$ cat config.mk
export PLATFORM = sky130hd
export DESIGN_NAME = apb_master_ctrl
export DESIGN_NICKNAME = d
export VERILOG_FILES = /design/src/rtl/apb_master_ctrl.sv
export SDC_FILE = /design/constraint.sdc
export NUM_CORES = 1
export LEC_CHECK = 0
export CAP_MARGIN = 15
export CORE_ASPECT_RATIO = 0.75
export CORE_MARGIN = 2
export CORE_UTILIZATION = 36
export CTS_CLUSTER_DIAMETER = 100
export DETAILED_ROUTE_END_ITERATION = 10
export PLACE_DENSITY_LB_ADDON = 0.05
export SYNTH_ARGS = -nofsm -noshare
export SYNTH_HDL_FRONTEND = slang
export SYNTH_SLANG_ARGS = --single-unit
$ cat constraint.sdc
create_clock -name i_pclk -period 1.65 [get_ports i_pclk]
set_input_delay 0.165 -clock i_pclk [delete_from_list [all_inputs] [get_ports i_pclk]]
set_output_delay 0.165 -clock i_pclk [all_outputs]
set_load 0.005 [all_outputs]
$ cat src/rtl/apb_master_ctrl.sv
// Single-outstanding APB requester: takes one command on a valid/ready port,
// runs the APB SETUP/ACCESS sequence and returns the result on a valid/ready response port.
module apb_master_ctrl #(
    parameter int TIMEOUT_CYCLES = 16
) (
    input  logic        i_pclk,
    input  logic        i_presetn,
    input  logic        i_cmd_valid,
    output logic        o_cmd_ready,
    input  logic        i_cmd_write,
    input  logic [31:0] i_cmd_addr,
    input  logic [31:0] i_cmd_wdata,
    output logic        o_rsp_valid,
    input  logic        i_rsp_ready,
    output logic [31:0] o_rsp_rdata,
    output logic        o_rsp_error,
    output logic        o_rsp_timeout,
    output logic        o_psel,
    output logic        o_penable,
    output logic        o_pwrite,
    output logic [31:0] o_paddr,
    output logic [31:0] o_pwdata,
    input  logic [31:0] i_prdata,
    input  logic        i_pready,
    input  logic        i_pslverr
);

    typedef enum logic [1:0] {
        ST_IDLE   = 2'd0,
        ST_SETUP  = 2'd1,
        ST_ACCESS = 2'd2,
        ST_RESP   = 2'd3
    } state_t;

    localparam logic [7:0] WAIT_LAST = 8'(TIMEOUT_CYCLES - 1);

    state_t      r_state;
    logic [7:0]  r_wait_cnt;
    logic        r_psel;
    logic        r_penable;
    logic        r_pwrite;
    logic [31:0] r_paddr;
    logic [31:0] r_pwdata;
    logic        r_rsp_valid;
    logic [31:0] r_rsp_rdata;
    logic        r_rsp_error;
    logic        r_rsp_timeout;

    // Transfer sequencer: state, APB drive and response registers
    always_ff @(posedge i_pclk) begin
        if (!i_presetn) begin
            r_state       <= ST_IDLE;
            r_wait_cnt    <= 8'd0;
            r_psel        <= 1'b0;
            r_penable     <= 1'b0;
            r_pwrite      <= 1'b0;
            r_paddr       <= 32'd0;
            r_pwdata      <= 32'd0;
            r_rsp_valid   <= 1'b0;
            r_rsp_rdata   <= 32'd0;
            r_rsp_error   <= 1'b0;
            r_rsp_timeout <= 1'b0;
        end else begin
            case (r_state)
                ST_IDLE: begin
                    if (i_cmd_valid) begin
                        r_pwrite  <= i_cmd_write;
                        r_paddr   <= i_cmd_addr;
                        r_pwdata  <= i_cmd_wdata;
                        r_psel    <= 1'b1;
                        r_penable <= 1'b0;
                        r_state   <= ST_SETUP;
                    end else begin
                        r_state   <= ST_IDLE;
                    end
                end
                ST_SETUP: begin
                    r_penable  <= 1'b1;
                    r_wait_cnt <= 8'd0;
                    r_state    <= ST_ACCESS;
                end
                ST_ACCESS: begin
                    // A ready slave beats a timeout that would fire on the same edge
                    if (i_pready) begin
                        r_rsp_rdata   <= r_pwrite ? 32'd0 : i_prdata;
                        r_rsp_error   <= i_pslverr;
                        r_rsp_timeout <= 1'b0;
                        r_rsp_valid   <= 1'b1;
                        r_psel        <= 1'b0;
                        r_penable     <= 1'b0;
                        r_state       <= ST_RESP;
                    end else if (r_wait_cnt == WAIT_LAST) begin
                        r_rsp_rdata   <= 32'd0;
                        r_rsp_error   <= 1'b1;
                        r_rsp_timeout <= 1'b1;
                        r_rsp_valid   <= 1'b1;
                        r_psel        <= 1'b0;
                        r_penable     <= 1'b0;
                        r_state       <= ST_RESP;
                    end else begin
                        r_wait_cnt    <= r_wait_cnt + 8'd1;
                    end
                end
                ST_RESP: begin
                    if (r_rsp_valid && i_rsp_ready) begin
                        r_rsp_valid <= 1'b0;
                        r_state     <= ST_IDLE;
                    end else begin
                        r_state     <= ST_RESP;
                    end
                end
                default: begin
                    r_state     <= ST_IDLE;
                    r_psel      <= 1'b0;
                    r_penable   <= 1'b0;
                    r_rsp_valid <= 1'b0;
                end
            endcase
        end
    end

    assign o_cmd_ready   = (r_state == ST_IDLE);
    assign o_rsp_valid   = r_rsp_valid;
    assign o_rsp_rdata   = r_rsp_rdata;
    assign o_rsp_error   = r_rsp_error;
    assign o_rsp_timeout = r_rsp_timeout;
    assign o_psel        = r_psel;
    assign o_penable     = r_penable;
    assign o_pwrite      = r_pwrite;
    assign o_paddr       = r_paddr;
    assign o_pwdata      = r_pwdata;

endmodule

After elaboration in Yosys (flattened, before gate mapping)
Cells that the tools add are included.
Storage, ports and cells
  register bits: 112
  input port bits: 103
  output and inout port bits: 103
Operators by class
  $add $sub $neg: 1
  equality and inequality tests: 9
  multiplexer cells: 23
  reductions and logical operators: 13
Operators with widths (count)
  $mux 32: 3
  $mux 8: 2
  $pmux 8 s2: 1
  $reduce_and 3->1: 4
  $mux 1: 10
  $add 8x1->8 const B: 1
  $eq 8x4->1 const B: 1
  $ne 2x2->1 const B: 4
  $pmux 2 s4: 1
  $reduce_bool 2->1: 4
  $mux 2: 3
  $eq 2x2->1 const B: 2
  $pmux 1 s2: 2
  $reduce_and 2->1: 2
  $ne 3x3->1 const B: 1
  $pmux 1 s3: 1
  $reduce_bool 3->1: 1
  $eq 2x1->1 const B: 1
  $logic_not 2->1: 1
  $logic_and 1x1->1: 1

Depth between registers and ports, before layout
Gate-level depths: netlist (run 1).
  depth in word-level cells: 4
  depth in mapped cells: 7

Least setup slack after synthesis (run 1)
OpenSTA, ideal clock, no wires.
  kind: register to register
  from: register r_wait_cnt[0]
  to: register r_rsp_rdata[22] (netlist: o_rsp_rdata[22])
  library setup time: 0.117 ns
  arrival: 1.484 ns
  required time: 1.533 ns
  setup slack: 0.049 ns
  cell stages (with the launch flop): 7
  path buffers: 1
  period minus slack after synthesis: 1.601 ns
  cell sequence: dfxtp_1 ha_1 and4b_4 a21oi_2 o21a_4 buf_6 a22o_1
Between the ends
  cells in the longest elaborated chain, start to end: 3
Ends and longest elaborated chain
  from (decl): RTL line 38  | logic [7:0] r_wait_cnt;
  from (signal assigned): RTL line 101  | r_wait_cnt <= r_wait_cnt + 8'd1;
  $eq 8x4->1: RTL line 92  | end else if (r_wait_cnt == WAIT_LAST) begin
  $reduce_bool 2->1 (no source line)
  $reduce_and 2->1 (no source line)
  to (signal assigned): RTL line 85  | r_rsp_rdata <= r_pwrite ? 32'd0 : i_prdata;
  to (decl): RTL line 45  | logic [31:0] r_rsp_rdata;
Every way passes these cells.
A chain may end at the register's enable or synchronous reset.

Final worst setup path (run 1)
  from: register r_wait_cnt[1]
  to: register r_rsp_rdata[8] (netlist: o_rsp_rdata[8])
Same word-level chain as after synthesis.

==> out/qor.yml, run 1 <==
run_status:
  status: "finished clean"
hold_path:
  hold_class: "in2reg"
  min_from: "i_cmd_addr[26]"
layout:
  fin_nets: 758
  nFillCells: 964
  multiInputGateArea_mm2: 0.00162
  final_layout_size_suffix_gt1_share_pct: 7.59
  antenna_cells: 0
  final_area_mm2: 0.00667
  areaGrowthSynthToFinish_pct: 66.3
  ff_latch_area_mm2: 0.00224
setup_path:
  crit_buf_inv: 1
  required_ps: 1890
  worstPathMaxFanout: 19
  crit_arrival_ps: 1830
  cp-end-kind: "flip-flop"
  slowest_delay_ps: 330
  regToRegStartpoint: "r_wait_cnt[1]"
  startpoint: "r_wait_cnt[1]"
  start_kind: "flip-flop"
  worstSetupPathType: "reg2reg"
  crit_slowest_cell: "dfxtp_2"
  cp_cell_sequence: "ha_2 -> and4b_4 -> a21oi_2 -> o21a_4 -> buf_12 -> a22o_1"
  cp_top_family: "compound AO/OA/AOI/OAI gates"
place:
  post_dp_cell_area_mm2: 0.00632
  place_hpwl_um: 8520
  place_congestion: 0.819
  portBuffers: 205
  dp_worst_setup_slack_ps: 3.06
global_routing:
  grtUsageTotal_pct: 18.9
  grt_pass1_wl_um: 18100
  grt_pass1_vias: 3644
  antenna_found_initial: 0
  grt-ovfl-total: 0
  grt_max_degree: 40
yosys:
  yosys_warnings: 0
  synth-seq-area-share_pct: 55.9
  syn_inst: 448
  ys_ff_latch: 112
  yosysTopAreaCellShare_pct: 55.9
  synthesis.area_mm2: 0.00401
  yosys.cell_types.count: 43
  synth_area_leader_cell: "dfxtp_1"
  synthFlopType: "dfxtp_1"
  synth.net_count: 552
  synth_area_leaders: "dfxtp_1, nand2_1, a21oi_1"
  synth_edf_count: 0
  avgSynthCellArea_um2: 8.96
  synthArstFlopShare_pct: 0
clock_tree:
  clk_latency_ps: 340
  htreeDepth: 3
  cts.sinks: 112
  cts_buffers: 9
  cts_tree: "done"
  cts_buffer_depth: 2
  clk_pin_slew_worst_paths_ps: 70
  clockRootBuffer: "clkbuf_16"
power_and_ir_drop:
  irDropWorstVdd_v: 0.000709
  p_per_area_mw_per_mm2: 960
  leakage_nw: 2.49
run:
  cap_viol_max_count: 0
die:
  die_w_um: 126
  num_rows: 33
  die-area_mm2: 0.0120
  io-pin-count: 206
  die_h_um: 95.4
  coreArea_mm2: 0.0109
  initial_core_util_pct: 36.8
sta:
  timing.final.ws_setup_ps: 59.1
  worstMarginPinSlew_ps: 434
  hold_viol_final: 0
  max_freq_mhz: 629
  setup_tns_ps: 0
  finClkSkew_ps: 6.19
  maxSlewHeadroom_pct: 71.1
  period_share_pct: 96.4
  rsz0062_at_grt: "no"
  drv_slew: 0
  fin_crit_ps: 1590
  setup_viol: 0
routing:
  routed_wl_um: 11900
  drcViolationCount: 0
  post_drt_wl_per_cell_um: 14.9
  drt_iter0_markers: 153
  drt-pass1-iter-count: 4
  vias_per_cell: 4.82
  ant_nets: 0
  vias: 3852
-- Yosys cell counts (2+ instances only) --
cell and instances:
mux2i_1 4, a21oi_1 69, buf_2 12, nand3b_1 2, a22o_1 32, nor2_1 4
dfxtp_1 112, o21a_1 2, nor3_1 5, nand2b_1 2, nor2b_1 5, nor3_2 2
nand2_1 136, clkbuf_1 12, buf_6 3, a211oi_1 2, and2_1 2, nand3_1 8
buf_1 3, a31oi_1 4, o21ai_0 5
-- path summary, 6_finish.rpt --
kind                                        to  slack (ps)  depth (start not counted)
worst max-delay path            o_rsp_rdata[8]          60                          6
worst min-delay path               o_paddr[26]         360                          3
worst max register to register  o_rsp_rdata[8]          60                          6
worst min register to register      o_paddr[8]         450                          2
-- stage by stage --
stage          power, mW  hold slack (ps)  instances  utilization [%]
3_5_place_dp        4.09              448        781             58.0
5_1_grt             6.66              358        799             61.2
4_1_cts             6.48              350        799             61.2
3_3_place_gp        4.08              441        781             58.0
2_1_floorplan       3.38              290        448                -
6_report            6.41              361        799             61.2
-- worst min-delay path: cells and delay by family --
family	cells	cell delay [ps]
AND/OR/NAND/NOR	1	50
AO/OA/AOI/OAI	1	50
buffers and inverters	1	390
-- area by class of cell --
cell class,count,share of cell area (%)
repair buffers,226,34.4
clock inverters,6,1.37
clock buffers,10,3.58
flip-flops and latches,112,33.6
inverters,2,0.113
well taps,140,2.63
multi-input cells,303,24.2
-- flip-flops by register name (all words and copies together) (netlist names) --
register / count
o_rsp_rdata: 32
o_pwdata: 32
o_rsp_timeout: 1
r_state: 2
o_psel: 1
o_paddr: 32
o_rsp_valid: 1
o_rsp_error: 1
r_wait_cnt: 8
o_pwrite: 1
o_penable: 1
-- where the power goes --
| group | internal, mW | switching (mW) | leakage [nW] | total [mW] |
|---|---|---|---|---|
| sequential | 2.86 | 0.0855 | 0.915 | 2.94 |
| clock | 1.38 | 0.990 | 0.163 | 2.37 |
| combinational | 0.654 | 0.440 | 1.41 | 1.09 |
| total | 4.89 | 1.52 | 2.49 | 6.41 |
-- kinds of logic after synthesis --
family                     share of synthesized area [%]
DFF                                                 55.9
adders and majority gates                          0.312
AOI/OAI and AO/OA                                   19.8
buffers and inverters                               4.12
muxes                                              0.998
and+or+nand+nor                                     18.9
-- metal layers --
metal	vias up	share of wire, %	track usage (%)	wire length, um
li1	1941	-	-	-
met1	1767	45	23.5	5340
met2	135	45	30.3	5400
met3	9	8.9	8.08	1060
met4	0	0.77	5.22	91
met5	-	0	0	0
-- what timing repair did --
action | in CTS | in global routing
pin swaps | 1 | 1
hold buffers | 0 | 0
gates resized for setup | 0 | 3
setup buffers | 2 | 0
setup endpoints to repair | 1 | 31
hold endpoints to repair | 0 | 0
-- layout by cell type (no fill, tap or decap), types with 2 or more instances in the layout --
master,n
nor2b_1,5
o21ai_0,5
bufinv_16,2
clkbuf_16,9
o21a_1,2
nand2_1,135
a31oi_1,4
clkdlybuf4s50_1,205
nand3_1,8
dfxtp_2,2
a22o_1,32
nor2_1,4
a21oi_1,69
nor3_1,5
nand2b_1,2
buf_4,14
buf_12,7
a211oi_1,2
mux2i_1,4
nand3b_1,2
dfxtp_1,110
clkinv_4,2
No activity file was read; power rests on OpenSTA's default activity.
==> run 2: changes to the inputs <==
- CAP_MARGIN: 15 -> 20
- CTS_CLUSTER_SIZE: default -> 10
==> results of run 2 <==
The final DEF is identical to that of run 1; final timing and power are the same.
